### src/rtl/upm_thermal_chain_seq.sv
// upm_thermal_chain_seq
// Staggered per-channel power-enable sequencer for a chain of thermal CBBs,
// configured and observed through a scan TDR (capture/shift/update/sel).
// Optional build macro: UPM_THERMAL_SEQ_DEBUG_CNT_EN adds a saturating 16-bit
// go-to-done cycle counter to the TDR capture path, above the errclr field.
module upm_thermal_chain_seq #(
    parameter int unsigned NUM_CBB   = 4,
    parameter int unsigned STAGGER_W = 8,
    parameter int unsigned TIMEOUT_W = 10
) (
    input  logic               tck,
    input  logic               fdfx_powergood,
    input  logic               sel,
    input  logic               capture,
    input  logic               shift,
    input  logic               update,
    input  logic               si,
    output logic               so,
    input  logic               iso_n,
    input  logic [NUM_CBB-1:0] pwr_ack,
    output logic [NUM_CBB-1:0] pwr_en,
    output logic               seq_busy,
    output logic               seq_done,
    output logic               power_enable_error_next
);

    localparam int unsigned IDX_W    = (NUM_CBB > 1) ? $clog2(NUM_CBB) : 1;
    localparam int unsigned CFG_W    = 2*NUM_CBB + STAGGER_W + 1;
    localparam int unsigned MASK_LSB = STAGGER_W + 1;
    localparam int unsigned CLR_LSB  = STAGGER_W + 1 + NUM_CBB;
`ifdef UPM_THERMAL_SEQ_DEBUG_CNT_EN
    localparam int unsigned CNT_W    = 16;
    localparam int unsigned TDR_W    = CFG_W + CNT_W;
`else
    localparam int unsigned TDR_W    = CFG_W;
`endif
    localparam logic [IDX_W-1:0] LAST_IDX = IDX_W'(NUM_CBB - 1);

    typedef enum logic [2:0] {
        S_IDLE,
        S_NEXT,
        S_WAIT_ACK,
        S_GAP,
        S_DONE
    } state_t;

    state_t               state;
    logic [TDR_W-1:0]     tdr_sr;
    logic [TDR_W-1:0]     cap_val;
    logic [NUM_CBB-1:0]   ack_meta;
    logic [NUM_CBB-1:0]   ack_sync;
    logic [NUM_CBB-1:0]   mask_q;
    logic [NUM_CBB-1:0]   err_q;
    logic [NUM_CBB-1:0]   err_clr;
    logic [STAGGER_W-1:0] stagger_q;
    logic [STAGGER_W-1:0] gap_cnt;
    logic [TIMEOUT_W-1:0] timer;
    logic [IDX_W-1:0]     idx;

    logic                 cap_fire;
    logic                 shift_fire;
    logic                 upd_fire;
    logic                 upd_go;
    logic [STAGGER_W-1:0] upd_stagger;
    logic [NUM_CBB-1:0]   upd_mask;
    logic [NUM_CBB-1:0]   upd_errclr;
    logic                 idle_like;
    logic                 seq_start;
    logic                 at_last;

`ifdef UPM_THERMAL_SEQ_DEBUG_CNT_EN
    logic [CNT_W-1:0]     dbg_cnt;
`endif

    // TDR access decode (capture > shift > update) and field extraction
    always_comb begin
        cap_fire    = sel & capture;
        shift_fire  = sel & shift & ~capture;
        upd_fire    = sel & update & ~capture & ~shift;
        upd_go      = tdr_sr[0];
        upd_stagger = tdr_sr[STAGGER_W:1];
        upd_mask    = tdr_sr[MASK_LSB +: NUM_CBB];
        upd_errclr  = tdr_sr[CLR_LSB +: NUM_CBB];
        err_clr     = upd_fire ? upd_errclr : '0;
        idle_like   = (state == S_IDLE) || (state == S_DONE);
        seq_start   = upd_fire & upd_go & iso_n & idle_like;
        at_last     = (idx == LAST_IDX);
`ifdef UPM_THERMAL_SEQ_DEBUG_CNT_EN
        cap_val     = {dbg_cnt, err_q, ack_sync, stagger_q, seq_busy};
`else
        cap_val     = {err_q, ack_sync, stagger_q, seq_busy};
`endif
    end

    assign so                      = tdr_sr[0];
    assign power_enable_error_next = |err_q;

    // Two-flop synchroniser for the asynchronous power-good acks
    always_ff @(posedge tck or negedge fdfx_powergood) begin
        if (!fdfx_powergood) begin
            ack_meta <= '0;
            ack_sync <= '0;
        end else begin
            ack_meta <= pwr_ack;
            ack_sync <= ack_meta;
        end
    end

    // TDR shift register: capture status or shift toward LSB
    always_ff @(posedge tck or negedge fdfx_powergood) begin
        if (!fdfx_powergood) begin
            tdr_sr <= '0;
        end else if (cap_fire) begin
            tdr_sr <= cap_val;
        end else if (shift_fire) begin
            tdr_sr <= {si, tdr_sr[TDR_W-1:1]};
        end
    end

    // Configuration fields latched on update
    always_ff @(posedge tck or negedge fdfx_powergood) begin
        if (!fdfx_powergood) begin
            stagger_q <= '0;
            mask_q    <= '0;
        end else if (upd_fire) begin
            stagger_q <= upd_stagger;
            mask_q    <= upd_mask;
        end
    end

    // Sequencer: staggered bring-up, ack timeout, sticky errors, isolation
    always_ff @(posedge tck or negedge fdfx_powergood) begin
        if (!fdfx_powergood) begin
            state    <= S_IDLE;
            idx      <= '0;
            timer    <= '0;
            gap_cnt  <= '0;
            pwr_en   <= '0;
            err_q    <= '0;
            seq_busy <= 1'b0;
            seq_done <= 1'b0;
        end else begin
            // errclr applies in every state; a timeout below overrides its own bit
            err_q <= err_q & ~err_clr;
            if (!iso_n) begin
                state    <= S_IDLE;
                pwr_en   <= '0;
                seq_busy <= 1'b0;
                seq_done <= 1'b0;
            end else begin
                case (state)
                    S_IDLE, S_DONE: begin
                        if (seq_start) begin
                            state    <= S_NEXT;
                            idx      <= '0;
                            seq_busy <= 1'b1;
                            seq_done <= 1'b0;
                        end else if (upd_fire && !upd_go) begin
                            pwr_en <= pwr_en & upd_mask;
                        end
                    end
                    S_NEXT: begin
                        if (mask_q[idx]) begin
                            pwr_en[idx] <= 1'b1;
                            timer       <= '0;
                            state       <= S_WAIT_ACK;
                        end else if (at_last) begin
                            state    <= S_DONE;
                            seq_busy <= 1'b0;
                            seq_done <= 1'b1;
                        end else begin
                            idx <= idx + 1'b1;
                        end
                    end
                    S_WAIT_ACK: begin
                        if (ack_sync[idx] || (timer == '1)) begin
                            if (!ack_sync[idx]) begin
                                err_q[idx]  <= 1'b1;
                                pwr_en[idx] <= 1'b0;
                            end
                            // A zero stagger bypasses GAP so the next channel follows directly
                            if (stagger_q != '0) begin
                                gap_cnt <= STAGGER_W'(1);
                                state   <= S_GAP;
                            end else if (at_last) begin
                                state    <= S_DONE;
                                seq_busy <= 1'b0;
                                seq_done <= 1'b1;
                            end else begin
                                idx   <= idx + 1'b1;
                                state <= S_NEXT;
                            end
                        end else begin
                            timer <= timer + 1'b1;
                        end
                    end
                    S_GAP: begin
                        if (gap_cnt >= stagger_q) begin
                            if (at_last) begin
                                state    <= S_DONE;
                                seq_busy <= 1'b0;
                                seq_done <= 1'b1;
                            end else begin
                                idx   <= idx + 1'b1;
                                state <= S_NEXT;
                            end
                        end else begin
                            gap_cnt <= gap_cnt + 1'b1;
                        end
                    end
                    default: state <= S_IDLE;
                endcase
            end
        end
    end

`ifdef UPM_THERMAL_SEQ_DEBUG_CNT_EN
    // Saturating go-to-done cycle counter, held until the next go
    always_ff @(posedge tck or negedge fdfx_powergood) begin
        if (!fdfx_powergood) begin
            dbg_cnt <= '0;
        end else if (seq_start) begin
            dbg_cnt <= '0;
        end else if (seq_busy && (dbg_cnt != '1)) begin
            dbg_cnt <= dbg_cnt + 1'b1;
        end
    end
`endif

endmodule

### config.mk
export PLATFORM = sky130hd
export DESIGN_NAME = upm_thermal_chain_seq
export DESIGN_NICKNAME = d
export VERILOG_FILES = /design/src/rtl/upm_thermal_chain_seq.sv
export SDC_FILE = /design/constraint.sdc
export NUM_CORES = 1
export LEC_CHECK = 0
export ABC_AREA = 1
export CAP_MARGIN = 30
export CORE_MARGIN = 2
export CORE_UTILIZATION = 45
export DETAILED_ROUTE_END_ITERATION = 7
export PLACE_DENSITY = 0.62
export SLEW_MARGIN = 20
export SYNTH_ARGS = -nofsm -noshare
export SYNTH_HDL_FRONTEND = slang
export SYNTH_SLANG_ARGS = --single-unit
### constraint.sdc
create_clock -name tck -period 1.7 [get_ports tck]
set_input_delay 0.255 -clock tck [delete_from_list [all_inputs] [get_ports tck]]
set_output_delay 0.255 -clock tck [all_outputs]
set_load 0.02 [all_outputs]
==> metrics <==
total track usage 21.3%; syn_nets around 500; PortBufs 19; nets 593; total grt overflow 0; worst ir drop on vdd 701 uV; Avg Synthesized Cell Area 7.87 sq um; ANT cells 0; Die Area 9220 sq um; Die X approximately 96 um; cell taking the most area after synthesis dfrtp_1; TritonCTS clock tree yes; Tmin final 1700 ps; Worst-Skew Late Latency 350 ps; critical path capture point type flop; P_leak 2.45 nW; Max stage delay on crit path 420 ps; first-pass GRT wire length 15.0 mm; DP Wirelength 6.38 mm; Synth Area in Simple Gates 25.8%; IO Pins 20; first-pass iteration count of the detailed router 4; WS Path Type flop to flop; core area 8220 sq um; Row Count 33; worst-path cell chain inv_2, ha_4, nand2_2, nor2_2, nor2_1, nand2_1, nand2_2, nand3_2, buf_6, nand3_1, nand3_1, nand2_1; critical path arrival 1940 ps; setup violators final 1; slowest CP cell dfrtp_1; Routed WL 9.18 mm; largest net degree at the start of global routing 45; vias per cell 5.14; Clock Tree Root clkbuf_8; Inst Count DP between 600 and 700; drt wl/cell ~14 um; adder-cell share of the synthesized area 4.60%; Die Y 96 um; Hold Slack 216 ps; worst-margin pin slew 543 ps; initial antenna violation count 0; status finished with violations; Worst Path Buf+Inv 2; vias in the first global route 3292; most frequent cells in the layout 119 x nand2_1, 67 x dfrtp_1, 57 x buf_4; library cells used by synthesis 32; Final Total Pwr 6.14 mW; RSZ-0062 raised after global routing yes; Final period util 100%; Max transition margin 63.8%; H-Tree Depth 3; Setup TNS -1.02 ps; final worst slack -1.02 ps; critical path launch point type flop; DRC Markers 0; Worst Path Required approximately 1900 ps; Non-Filler Instances 677; Max Cap Violations 0; Synth Area in Compound Gates between 10% and 20%; min-delay worst type input port to asynchronous set/reset pin; GPL Wtd Cong 0.877; commonest non-fill, non-tap cell in the layout nand2_1; post-synthesis register bit count 70; violated checks negative setup slack; Fin. Hold Viols 0; clock-pin slew on the worst setup and hold paths ~90 ps; XOR/XNOR Fraction of Synth Area under 10%; design area between 5000 and 6000 sq um; post-synthesis mux area share 0%; pwr/cell area 1210 nW/um^2; post-synth top area share between 40% and 50%; combinational family with the most area after synthesis simple AND/OR/NAND/NOR gates; initial drt markers ~200; DRT antenna net count 0; layout cells sized above 1 26.0%; Post-Syn Instances 484; largest cells by area after synthesis dfrtp_1 46%, nand2_1 13%, o21ai_0 7.1%; Slew Limit Fails 0; synth-to-layout area growth 32.9%; max frequency just under 600 MHz; worst-path maximum fanout 5; Clock Sinks 70; Starting Density 46.4%; vias after detailed routing 3481; Synth Warn # 0; clock skew 8.28 ps; total placed instance area 4520 sq um; Seq/Total Area, Yosys 46.0%; crit-path leading delay family simple AND/OR/NAND/NOR gates; mapped cell area 3810 sq um; CTS Buffer Depth 2; clock buffer count from CTS 9
==> logic make-up after synthesis <==
family / count (synthesis)
buf+inv: 72
flops: 70
xor+xnor: 5
fa+ha+maj: 14
compound gates: 96
simple gates: 227
==> state kept, by name, summed over array words and instances (netlist names) <==
signal / flops
tdr_sr: 17
timer: 10
gap_cnt: 8
stagger_q: 8
ack_meta: 4
ack_sync: 4
err_q: 4
mask_q: 4
pwr_en: 4
state: 3
idx: 2
seq_busy: 1
seq_done: 1
==> worst register-to-register path: stages, from the launching register on <==
cell	delay, ps
dfrtp_1	420
inv_2	60
ha_4	260
nand2_2	50
nor2_2	110
nor2_1	50
nand2_1	80
nand2_2	70
nand3_2	80
buf_6	130
nand3_1	120
nand3_1	100
nand2_1	60
==> layout make-up <==
cell class | instances | area [sq um]
Multi-Input combinational cell | 342 | 1960
Clock buffer | 9 | 124
Sequential cell | 70 | 1760
Inverter | 57 | 216
Tap cell | 105 | 131
Fill cell | 725 | 3160
Clock inverter | 7 | 78.8
Timing Repair Buffer | 87 | 793
==> per-stage QoR <==
step | worst slack, ps | utilization [%]
6_report | -1.02 | 61.6
5_1_grt | -122 | 61.6
4_1_cts | -7.10 | 58.2
3_5_place_dp | -185 | 55.0
3_3_place_gp | -183 | 55.0
2_1_floorplan | 45.5 | -
==> metal layers <==
metal | global-route usage [%] | wire length (um)
met1 | 27.9 | 4140
met2 | 35.2 | 4690
met3 | 3.13 | 309
met4 | 8.81 | 40
met5 | 0 | 0
==> report_power, final <==
group,switching [mW],internal [mW],total (mW)
sequential,0.242,1.93,2.17
combinational,1.43,1.14,2.58
clock,0.699,0.692,1.39
total,2.38,3.76,6.14
==> synthesized netlist by cell type (all sizes together) <==
cell type,number
a21o,1
a21oi,9
buf,5
clkbuf,10
dfrtp,70
ha,14
inv,57
nand2,135
nand3,43
nand3b,3
nand4,6
nor2,32
nor3,2
o211ai,20
o21ai,62
o21bai,1
o22ai,2
o31ai,1
or2,5
or4,1
xnor2,1
xor2,4
==> timing repair <==
item | CTS | global route
pin swaps | 2 | 17
hold buffers | 1 | 0
hold endpoints to repair | 26 | 0
buffers inserted | 4 | 7
cloned | 0 | 1
setup endpoints to repair | 20 | 28
resized for setup | 12 | 60
==> worst paths after layout <==
check	cells past startpoint	end	slack, ps	from
max in group asynchronous	3	idx[0]	730	fdfx_powergood
worst max-delay path	12	state[2]	-1	stagger_q[2]
worst min-delay path	2	tdr_sr[3]	220	fdfx_powergood
worst max register to register	12	state[2]	-1	stagger_q[2]
min in group tck	1	ack_meta[2]	330	pwr_ack[2]
worst min register to register	0	ack_sync[2]	350	ack_meta[2]
No activity file was read; power rests on OpenSTA's default activity.
